$ cat config.mk
export PLATFORM = sky130hd
export DESIGN_NAME = collision_matrix
export DESIGN_NICKNAME = d
export VERILOG_FILES = /design/src/rtl/collision_matrix_pkg.sv /design/src/rtl/collision_matrix_pair_flag.sv /design/src/rtl/collision_matrix.sv
export SDC_FILE = /design/constraint.sdc
export NUM_CORES = 1
export LEC_CHECK = 0
export ABC_CLOCK_PERIOD_IN_PS = 6800
export CORE_AREA = 2 2 54 56
export CTS_BUF_LIST = sky130_fd_sc_hd__clkbuf_2 sky130_fd_sc_hd__clkbuf_4 sky130_fd_sc_hd__clkbuf_8
export DETAILED_ROUTE_END_ITERATION = 16
export DIE_AREA = 0 0 56 58
export MAX_ROUTING_LAYER = met4
export PLACE_DENSITY = 0.9
export SLEW_MARGIN = 20
export SYNTH_ARGS = -nofsm -noshare
export SYNTH_HDL_FRONTEND = slang
export SYNTH_SLANG_ARGS = --single-unit
$ cat constraint.sdc
create_clock -name clk -period 6.8 [get_ports clk]
set_input_delay 0.68 -clock clk [delete_from_list [all_inputs] [get_ports clk]]
set_output_delay 0.68 -clock clk [all_outputs]
set_load 0.01 [all_outputs]
$ cat src/rtl/collision_matrix_pkg.sv
// collision_pkg: shared constants and pair-indexing helpers for the collision matrix.
package collision_pkg;
  localparam int MAX_OBJ = 8;
  localparam int MAX_PAIRS = MAX_OBJ * (MAX_OBJ - 1) / 2;
  function automatic int num_pairs(input int n);
    return n * (n - 1) / 2;
  endfunction
  // Pairs with first index i are preceded by (n-1)+(n-2)+...+(n-i) lower-indexed pairs.
  function automatic int pair_idx(input int i, input int j, input int n);
    return i * (2 * n - i - 1) / 2 + (j - i - 1);
  endfunction
  function automatic logic [4:0] popcount(input logic [MAX_PAIRS-1:0] v);
    logic [4:0] c;
    c = '0;
    for (int k = 0; k < MAX_PAIRS; k++) c = c + 5'(v[k]);
    return c;
  endfunction
endpackage

$ cat src/rtl/collision_matrix_pair_flag.sv
// collision_pair_flag: per-pair once-per-frame hit pulse and armed flag.
module collision_pair_flag (
  input  logic clk,
  input  logic resetN,
  input  logic startOfFrame,
  input  logic overlap,
  output logic hit_pulse,
  output logic flag_q
);
  logic fire;
  // A frame start re-arms the pair in the same cycle, so an overlap there still fires.
  assign fire = overlap & (startOfFrame | ~flag_q);
  always_ff @(posedge clk or negedge resetN) begin
    if (!resetN) begin
      hit_pulse <= 1'b0;
      flag_q    <= 1'b0;
    end else begin
      hit_pulse <= fire;
      flag_q    <= (startOfFrame ? 1'b0 : flag_q) | fire;
    end
  end
endmodule

$ cat src/rtl/collision_matrix.sv
// collision_matrix: pairwise sprite overlap detector with per-frame hit pulses, summary and saturating count.
module collision_matrix
  import collision_pkg::*;
#(
  parameter  int NUM_OBJ   = 4,
  parameter  int CNT_W     = 8,
  localparam int NUM_PAIRS = num_pairs(NUM_OBJ)
) (
  input  logic                 clk,
  input  logic                 resetN,
  input  logic                 startOfFrame,
  input  logic [NUM_OBJ-1:0]   draw_req,
  input  logic [NUM_PAIRS-1:0] pair_en,
  input  logic                 count_clr,
  output logic                 collision,
  output logic [NUM_PAIRS-1:0] hit_pulse,
  output logic                 any_hit,
  output logic [NUM_PAIRS-1:0] frame_hits,
  output logic [CNT_W-1:0]     hit_count
);
  localparam logic [CNT_W+3:0] CNT_MAX = (CNT_W + 4)'({CNT_W{1'b1}});
  logic [NUM_PAIRS-1:0] overlap;
  logic [NUM_PAIRS-1:0] flag;
  logic [CNT_W+3:0]     sum;
  for (genvar i = 0; i < NUM_OBJ; i++) begin : g_i
    for (genvar j = i + 1; j < NUM_OBJ; j++) begin : g_j
      assign overlap[pair_idx(i, j, NUM_OBJ)] = draw_req[i] & draw_req[j] & pair_en[pair_idx(i, j, NUM_OBJ)];
    end
  end
  assign collision = |overlap;
  for (genvar k = 0; k < NUM_PAIRS; k++) begin : g_pair
    collision_pair_flag u_flag (
      .clk          (clk),
      .resetN       (resetN),
      .startOfFrame (startOfFrame),
      .overlap      (overlap[k]),
      .hit_pulse    (hit_pulse[k]),
      .flag_q       (flag[k])
    );
  end
  // Widened so adding a full pulse vector to a near-max count cannot wrap before saturation.
  assign sum = (CNT_W + 4)'(hit_count) + (CNT_W + 4)'(popcount(MAX_PAIRS'(hit_pulse)));
  always_ff @(posedge clk or negedge resetN) begin
    if (!resetN) begin
      any_hit    <= 1'b0;
      frame_hits <= '0;
      hit_count  <= '0;
    end else begin
      any_hit    <= |(overlap & ({NUM_PAIRS{startOfFrame}} | ~flag));
      frame_hits <= startOfFrame ? flag : frame_hits;
      hit_count  <= count_clr ? '0 : (sum > CNT_MAX ? CNT_MAX[CNT_W-1:0] : sum[CNT_W-1:0]);
    end
  end
endmodule

=== Word level (Yosys, flattened, before mapping) ===
Index checks and enable logic that the tools add are counted.

* Output and inout port bits: 22
* Input bits: 14
* Flip-flop bits (word level): 27

* Order comparisons: 1
* Bitwise gates (word level): 39
* Muxes and demuxes: 8
* Reduce and logical (&&, ||, !) cells: 2
* Add/sub/neg operators: 6

{| class="wikitable"
|+ Operators with widths
! operator !! count
|-
| 1-bit AND || 18
|-
| 8-bit two-way mux || 2
|-
| 1-bit bitwise OR || 12
|-
| 6-bit OR reduction || 2
|-
| 8-bit by 5-bit adder with 9-bit output || 1
|-
| 9-bit by 8-bit > comparator with 1-bit output (second input constant) || 1
|-
| 6-bit AND || 1
|-
| 1-bit two-way mux || 6
|-
| 1-bit inverter || 6
|-
| 6-bit inverter || 1
|-
| 6-bit bitwise OR || 1
|-
| 4-bit by 1-bit adder with 5-bit output || 1
|-
| 5-bit by 1-bit adder with 5-bit output || 1
|-
| 3-bit by 1-bit adder with 4-bit output || 1
|-
| 2-bit by 1-bit adder with 3-bit output || 1
|-
| 1-bit by 1-bit adder with 2-bit output || 1
|}

=== Logic depth before layout (Yosys ltp) ===
Gate-level depths: netlist of run 1.

* Depth in word-level cells: 9
* Mapped depth: 10
* Depth with buffers taken out: 10

=== Cells and area by module ===
A second synthesis of run 1 with hierarchy kept.

* Cells, all modules: 116
* Area, all modules: 1312.5 µm²

{| class="wikitable"
|+ Modules (own cells, without submodules)
! module !! area each (µm²) !! cells an instance !! instances !! seq. area each (µm²)
|-
| collision_matrix || 899.6 || 86 || 1 || 375.4
|-
| collision_pair_flag || 68.8 || 5 || 6 || 50.0
|}

=== Worst setup path after synthesis of run 1 ===
Ideal clock, no wire load.

* Path type: register to register
* Start point: register hit_count[0]
* End point: register hit_count[6]
* Clock period less this slack: 2873 ps
* Data required time: 6714 ps
* Data arrival time: 2787 ps
* Setup slack: 3927 ps
* Stages on the path, launching flop included: 11
* Library setup time: 86 ps
* Cells stage by stage: dfrtp_1 -> fa_1 -> inv_1 -> fa_1 -> fa_1 -> inv_1 -> fa_1 -> a21o_1 -> and3_1 -> and3b_1 -> nor3_1

* Word-level cells in the longest chain between the ends: 4

{| class="wikitable"
|+ Ends and longest elaborated chain
! element !! RTL line !! RTL
|-
| start: declaration || collision_matrix.sv:19 || <nowiki>output logic [CNT_W-1:0] hit_count</nowiki>
|-
| start signal: assignment || collision_matrix.sv:51 || <nowiki>hit_count <= count_clr ? '0 : (sum > CNT_MAX ? CNT_MAX[CNT_W-1:0] : sum[CNT_W-1:0]);</nowiki>
|-
| 8-bit by 5-bit adder with 9-bit output (*) || collision_matrix.sv:42 || <nowiki>assign sum = (CNT_W + 4)'(hit_count) + (CNT_W + 4)'(popcount(MAX_PAIRS'(hit_pulse)));</nowiki>
|-
| 9-bit by 8-bit > comparator with 1-bit output || collision_matrix.sv:51 ||
|-
| 8-bit two-way mux (*) (2 in a row) || collision_matrix.sv:51 ||
|}

Mark *: on every way between the ends. The rest lies on a longest branch, timed or not.
A chain may end at the register's enable or synchronous reset.

=== Worst setup path after layout of run 1 ===
Ends and elaborated chain as after synthesis.

==> results.yml, run 1 <==
drt:
  dr_wl_met3_um: 130
  drt-vias-per-instance: 5.551
  first_pass_iters: 4
  antenna_left: 0
  drt-initial-drc-count: 28
  drc: 0
  met2_length_um: 1453
  avgRoutedWirePerCell_um: 14.76
  num_vias: 1038
  met1_length_um: 1134
  wl_um: 2761
  topRoutingLayerUsed: "met4"
setup_path:
  cp_common_cell: "fa_1"
  cp.arrival_ns: 3.27
  required_ns: 7.05
  crit_chain: "fa_1 > inv_1 > fa_1 > fa_1 > inv_1 > fa_1 > a21o_1 > and3_1 > and3b_1 > nor3_1"
  timing.rr.end: "hit_count[6]$_DFF_PN0_"
  max_stage_delay_ns: 0.54
  path_class: "flip-flop to flip-flop"
  reg2regPathDepth: 10
  start_kind: "flip-flop"
  cp-end-kind: "flip-flop"
  rrSetupSlack_ns: 3.78
  timing.rr.start: "hit_count[0]$_DFF_PN0_"
  critPathMaxFanout: 4
  crit_slowest_cell: "fa_1"
power_and_ir_drop:
  swShare_pct: 27.39
  pwr-share-comb_pct: 24.5
  power_uw: 338.3
  p_clk_share_pct: 21.4
  p_switching_uw: 92.66
  irDropWorstVdd_v: 0.0001781
  p_seq_share_pct: 54.1
  p_int_uw: 245.7
  p_per_area_nw_per_um2: 199.4
  p_leak_uw: 0.0007685
clock_tree:
  cts_sinks: 27
  postCtsHoldBufs: 0
  root_buffer: "clkbuf_4"
  clockBufferDepth: 2
  cts.repair.resized: 0
  post-cts-setup-buffers: 0
  cts_made_buffers: 3
  clkTransAtPathRegs_ns: 0.14
  htreeDepth: 1
  clk-insertion-delay-late_ns: 0.32
  cts_tree: "yes"
floorplan:
  fp.dieW_um: 56
  core_area_um2: 2663
  die_h_um: 58
  row_count: 19
  num_io_pins: 36
  dieArea_um2: 3248
  start_util_pct: 50.75
placement:
  place_ws_ns: 3.819
  place_area_um2: 1667
  place_hpwl_um: 2179
  place_congestion: 0.8292
  io_buffers: 35
timing:
  worst_pin_slew_ns: 0.5682
  fmax_ghz: 0.3308
  holdWs_ns: 0.3261
  rsz0062_at_grt: "false"
  fin_ws_ns: 3.777
  fin_tns_setup_ns: 0
  post-route-period-util_pct: 44.45
  timing_max_transition_violations_final: 0
  setup_viol: 0
  hold_viol: 0
  relSlewSlack_pct: 62.12
  post-route-min-period_ns: 3.023
  fin_skew_ns: 0.001644
finish:
  drive_gt1_share_pct: 8.974
  antenna-diode-count: 0
  area_delta_synth_final_pct: 25.56
  fin_nets: 178
  design_area_um2: 1697
synth:
  syn_avg_cell_area_um2: 10.64
  yosysSeqAreaShare_pct: 50.00
  ys_ff_latch: 27
  synth.distinct_cells: 37
  yosys_warnings: 0
  synthCells: 127
  syn_nets: 148
  synthesis.area_um2: 1351
flow_run:
  drv_cap: 0
min_path:
  hp-class: "input pin to asynchronous set/reset pin"
global_route:
  grt_pass1_wl_um: 4567
  grt_use_total_pct: 18.66
  grt_remaining_overflow: 0
  grt_pass1_vias: 1073
  grt_max_degree: 28
  antenna_found_initial: 0
run_status:
  status: "finished, final reports clean"
==> final cells by class <==
type	instances	area [um2]
Clock buffer	4	30.03
Timing Repair Buffer	35	345.3
Multi-Input combinational cell	77	553.0
Tap cell	31	38.79
Fill cell	246	965.9
Inverter	13	53.80
Sequential cell	27	675.6
==> cell usage after synthesis <==
| master | count | area (um2) |
|---|---|---|
| buf_6 | 1 | 11.26 |
| a2111oi_0 | 1 | 8.760 |
| and3_1 | 1 | 6.260 |
| o221ai_1 | 2 | 17.52 |
| or3_1 | 1 | 6.260 |
| dfrtp_1 | 27 | 675.7 |
| fa_1 | 4 | 80.08 |
| a21oi_2 | 2 | 17.52 |
| ha_1 | 3 | 37.54 |
| nand3b_1 | 1 | 7.510 |
| or3b_1 | 1 | 8.760 |
| a311oi_1 | 1 | 8.760 |
| mux2_2 | 6 | 67.56 |
| a31oi_1 | 2 | 12.51 |
| a21boi_1 | 1 | 7.510 |
| xnor2_1 | 1 | 8.760 |
| a222oi_1 | 1 | 10.01 |
| nor3b_1 | 2 | 15.01 |
| a22oi_1 | 1 | 7.510 |
| and3b_1 | 1 | 8.760 |
| o311ai_0 | 1 | 8.760 |
| a21o_1 | 1 | 7.510 |
| nor3_1 | 2 | 10.01 |
| o21ai_1 | 1 | 5.000 |
| clkbuf_1 | 2 | 7.510 |
| clkinv_4 | 1 | 8.760 |
| or4_1 | 1 | 7.510 |
| nand2_1 | 12 | 45.04 |
| nor2b_1 | 1 | 6.260 |
| and2_1 | 1 | 6.260 |
| nand3_1 | 10 | 50.05 |
| nor2_1 | 4 | 15.01 |
| a21oi_1 | 9 | 45.04 |
| buf_4 | 6 | 45.04 |
| inv_1 | 12 | 45.04 |
| o21ai_0 | 2 | 10.01 |
| buf_2 | 1 | 5.000 |
==> cells by family (layout without fill, tap and decap cells) <==
kind of cell | Yosys count | after routing | synth area share [%]
compound gates | 25 | 25 | 12.32
flops | 27 | 27 | 50.00
buf+inv | 23 | 52 | 9.074
mux | 6 | 6 | 5.000
fa+ha+maj | 7 | 7 | 8.704
simple gates | 38 | 38 | 14.26
xor+xnor | 1 | 1 | 0.6483
==> power by group through the flow <==
stage | combinational (uW) | sequential, uW | clock, uW
after detailed placement | 83.8 | 187 | 0
after global routing | 93.4 | 185 | 80.4
after floorplan | 38.6 | 189 | 0
after CTS | 84.3 | 183 | 74.7
final | 83.0 | 183 | 72.3
after global placement | 80.2 | 185 | 0
==> through the flow <==
stage	std cells	util, %
floorplan	127	-
global placement	183	62.78
detailed placement	183	62.59
CTS	187	63.72
global route	187	63.72
finish	187	63.72
==> per-layer routing <==
metal | up-vias | track usage (%)
met5 | - | -
met4 | 0 | 7.143
met3 | 5 | 2.232
met2 | 39 | 33.95
met1 | 499 | 21.08
li1 | 495 | -
==> registers in the layout, summed over array words and instances (netlist names) <==
name / cells
g_pair.u_flag.hit_pulse: 6
hit_count: 8
g_pair.u_flag.flag_q: 6
any_hit: 1
frame_hits: 6
==> cell usage in the layout, fill, tap and decap left out, types with 2 or more instances in the layout <==
cell / Yosys / routed
clkdlybuf4s50_1: 0 / 34
dfrtp_1: 27 / 27
inv_1: 12 / 12
nand2_1: 12 / 12
nand3_1: 10 / 10
a21oi_1: 9 / 9
mux2_2: 6 / 6
nor2_1: 4 / 4
fa_1: 4 / 4
clkbuf_4: 0 / 4
ha_1: 3 / 3
nor3_1: 2 / 2
o221ai_1: 2 / 2
a31oi_1: 2 / 2
nor3b_1: 2 / 2
a21oi_2: 2 / 2
o21ai_0: 2 / 2
==> critical path: cells and delay by family, from the launching register on <==
family	cells	cell delay [ns]
AND/OR/NAND/NOR	3	0.54
buffers and inverters	2	0.11
flip-flops	1	0.42
AO/OA/AOI/OAI	1	0.21
adder cells (fa/ha/maj)	4	1.67
==> worst max path at each step <==
stage                                       from                endpoint  slack, ns  depth (start not counted)
final                     hit_count[0]$_DFF_PN0_  hit_count[6]$_DFF_PN0_       3.78                         10
after global routing      hit_count[0]$_DFF_PN0_  hit_count[0]$_DFF_PN0_       3.59                         10
after CTS                 hit_count[0]$_DFF_PN0_  hit_count[6]$_DFF_PN0_       3.78                         10
after detailed placement  hit_count[0]$_DFF_PN0_  hit_count[6]$_DFF_PN0_       3.82                         10
after global placement    hit_count[0]$_DFF_PN0_  hit_count[6]$_DFF_PN0_       3.92                         10
after floorplan           hit_count[0]$_DFF_PN0_  hit_count[6]$_DFF_PN0_       3.93                         10
No activity file was read; power rests on OpenSTA's default activity.
==> run 2: changes to the inputs <==
Settings changed: ABC_CLOCK_PERIOD_IN_PS 6800 to 2460, CORE_AREA 2 2 54 56 to 2 2 58 60, DIE_AREA 0 0 56 58 to 0 0 60 62, PLACE_DENSITY 0.9 to 0.83.
Clock period 6.8 ns to 2.46 ns, I/O delays scaled along.
==> run 2 against run 1 <==
  * The flow now finishes with violations (negative setup slack)
  * Sequential power rose to 2.8 times the previous value
  * Count of clock-buffer cells in the layout stayed put
  * Combinational power rose to 3.2 times the previous value
  * Via count grew 4.3%
  * Global-route usage is 1.5 points lower
  * Sequential share of layout area down 3.6 points
  * Maximum frequency is 5.1% higher
  * Clock skew increased by 0.0013 ns
  * Non-clock buffer count increased by 12
  * Power rose to 2.9 times the previous value
  * Worst setup slack worse by 4.2 ns
  * Worst hold slack lost 0.056 ns
==> results.yml, run 2 (same netlist as run 1, synthesis figures left out) <==
run_status:
  status: "finished, violations left"
  failed_checks: "negative setup slack"
drt:
  first_pass_iters: 4
  drc: 0
  drt-vias-per-instance: 5.061
  wl_um: 2907
  avgRoutedWirePerCell_um: 13.58
  num_vias: 1083
  antenna_left: 0
  drt-initial-drc-count: 41
timing:
  holdWs_ns: 0.2706
  relSlewSlack_pct: 69.05
  post-route-min-period_ns: 2.877
  setup_viol: 8
  fin_ws_ns: -0.4171
  post-route-period-util_pct: 117.0
  rsz0062_at_grt: "true"
  fin_skew_ns: 0.002965
  worst_pin_slew_ns: 0.4628
  fmax_ghz: 0.3476
  timing_max_transition_violations_final: 0
  hold_viol: 0
power_and_ir_drop:
  p_switching_uw: 265.2
  swShare_pct: 27.35
  p_int_uw: 704.5
  power_uw: 969.6
  p_clk_share_pct: 20.5
  p_per_area_nw_per_um2: 520.4
  p_leak_uw: 0.0008319
  irDropWorstVdd_v: 0.0002615
  pwr-share-comb_pct: 27.4
  p_seq_share_pct: 52.1
min_path:
  hp-class: "input pin to asynchronous set/reset pin"
global_route:
  grt_pass1_wl_um: 4533
  grt_pass1_vias: 1084
  grt_max_degree: 28
  grt_use_total_pct: 17.12
  antenna_found_initial: 0
  grt_remaining_overflow: 0
floorplan:
  start_util_pct: 42.50
  dieArea_um2: 3720
  fp.dieW_um: 60
  core_area_um2: 3179
  row_count: 21
  die_h_um: 62
  num_io_pins: 36
finish:
  antenna-diode-count: 0
  fin_nets: 190
  final_cell_count_no_fill: 214
  drive_gt1_share_pct: 22.62
  multi_input_area_um2: 601.8
  max_flop_register: "hit_count"
  fillers: 278
  final_common_cell: "clkdlybuf4s50_1"
  mostFrequentLayoutCells: "clkdlybuf4s50_1 (35), dfrtp_1 (27), nand2_1 (12)"
  seqCellArea_um2: 675.6
  largest_reg_flops: 8
  area_delta_synth_final_pct: 37.87
  utilization_pct: 58.60
clock_tree:
  root_buffer: "clkbuf_4"
  cts_tree: "yes"
  htreeDepth: 1
  clk-insertion-delay-late_ns: 0.32
  cts_sinks: 27
  cts_made_buffers: 3
  clockBufferDepth: 2
  clkTransAtPathRegs_ns: 0.14
setup_path:
  path_class: "flip-flop to flip-flop"
  timing.rr.end: "hit_count[6]$_DFF_PN0_"
  cp.arrival_ns: 3.13
  rrSetupSlack_ns: -0.42
  required_ns: 2.71
  cp_num_buf_inv: 2
  cp_top_family: "adder cells"
  start_kind: "flip-flop"
  timing.rr.start: "hit_count[0]$_DFF_PN0_"
  critPathMaxFanout: 4
  reg2regPathDepth: 10
  cp-end-kind: "flip-flop"
  crit_slowest_cell: "fa_1"
  max_stage_delay_ns: 0.55
  crit_chain: "fa_1 > inv_1 > fa_1 > fa_2 > inv_2 > fa_2 > a21o_1 > and3_4 > and3b_1 > nor3_2"
placement:
  dp.cells: 206
  place_hpwl_um: 2159
  place_ws_ns: -0.4261
  io_buffers: 35
  place_congestion: 0.8197
flow_run:
  drv_cap: 0
==> run 2: cell count changes in the layout (fill, tap and decap cells not counted), moves of 2 or more <==
cell and change:
fa_2 +2, nor3_2 +2, a21oi_2 +2, buf_4 +11, fa_1 -2, nor3_1 -2, a21oi_1 -2
==> run 2: through the flow <==
step | TNS (ns) | instance area [um2]
after floorplan | -1.901 | 1365
after global placement | -2.109 | 1764
after detailed placement | -2.788 | 1764
after CTS | -2.771 | 1817
after global routing | -4.045 | 1863
final | -3.094 | 1863
==> run 2: worst max-delay path by stage <==
stage,startpoint,depth (start not counted),slack (ns),to
global route,hit_count[0]$_DFF_PN0_,10,-0.55,hit_count[6]$_DFF_PN0_
finish,hit_count[0]$_DFF_PN0_,10,-0.42,hit_count[6]$_DFF_PN0_
floorplan,hit_count[0]$_DFF_PN0_,10,-0.34,hit_count[6]$_DFF_PN0_
global placement,hit_count[0]$_DFF_PN0_,10,-0.32,hit_count[6]$_DFF_PN0_
detailed placement,hit_count[0]$_DFF_PN0_,10,-0.43,hit_count[3]$_DFF_PN0_
CTS,hit_count[0]$_DFF_PN0_,10,-0.40,hit_count[6]$_DFF_PN0_
==> run 2: power groups by stage <==
stage,Sequential (uW),Clock [uW],Combinational [uW]
after floorplan,523,0,112
after global placement,512,0,240
after detailed placement,514,0,256
after CTS,506,206,259
after global routing,511,223,297
final,505,198,266
==> run 2: area by class of cell <==
| type | count | share of cell area [%] |
|---|---|---|
| clock buffers | 4 | 1.612 |
| flip-flops and latches | 27 | 36.27 |
| repair buffers | 47 | 23.84 |
| multi-input cells | 77 | 32.30 |
| well taps | 46 | 3.089 |
| inverters | 13 | 2.888 |
==> run 2: repair_timing <==
action	4_1_cts	5_1_grt
hold buffers	0	0
buffers inserted	2	2
cloned	0	0
gates resized for setup	3	8
endpoints found under the setup margin	8	8
pin swaps	6	3
==> run 2: metal layers <==
metal	GRT usage, %	vias up	routed length (um)
met4	9.841	0	83
li1	-	514	-
met2	29.50	43	1492
met3	2.277	8	132
met5	-	-	0
met1	19.10	518	1199
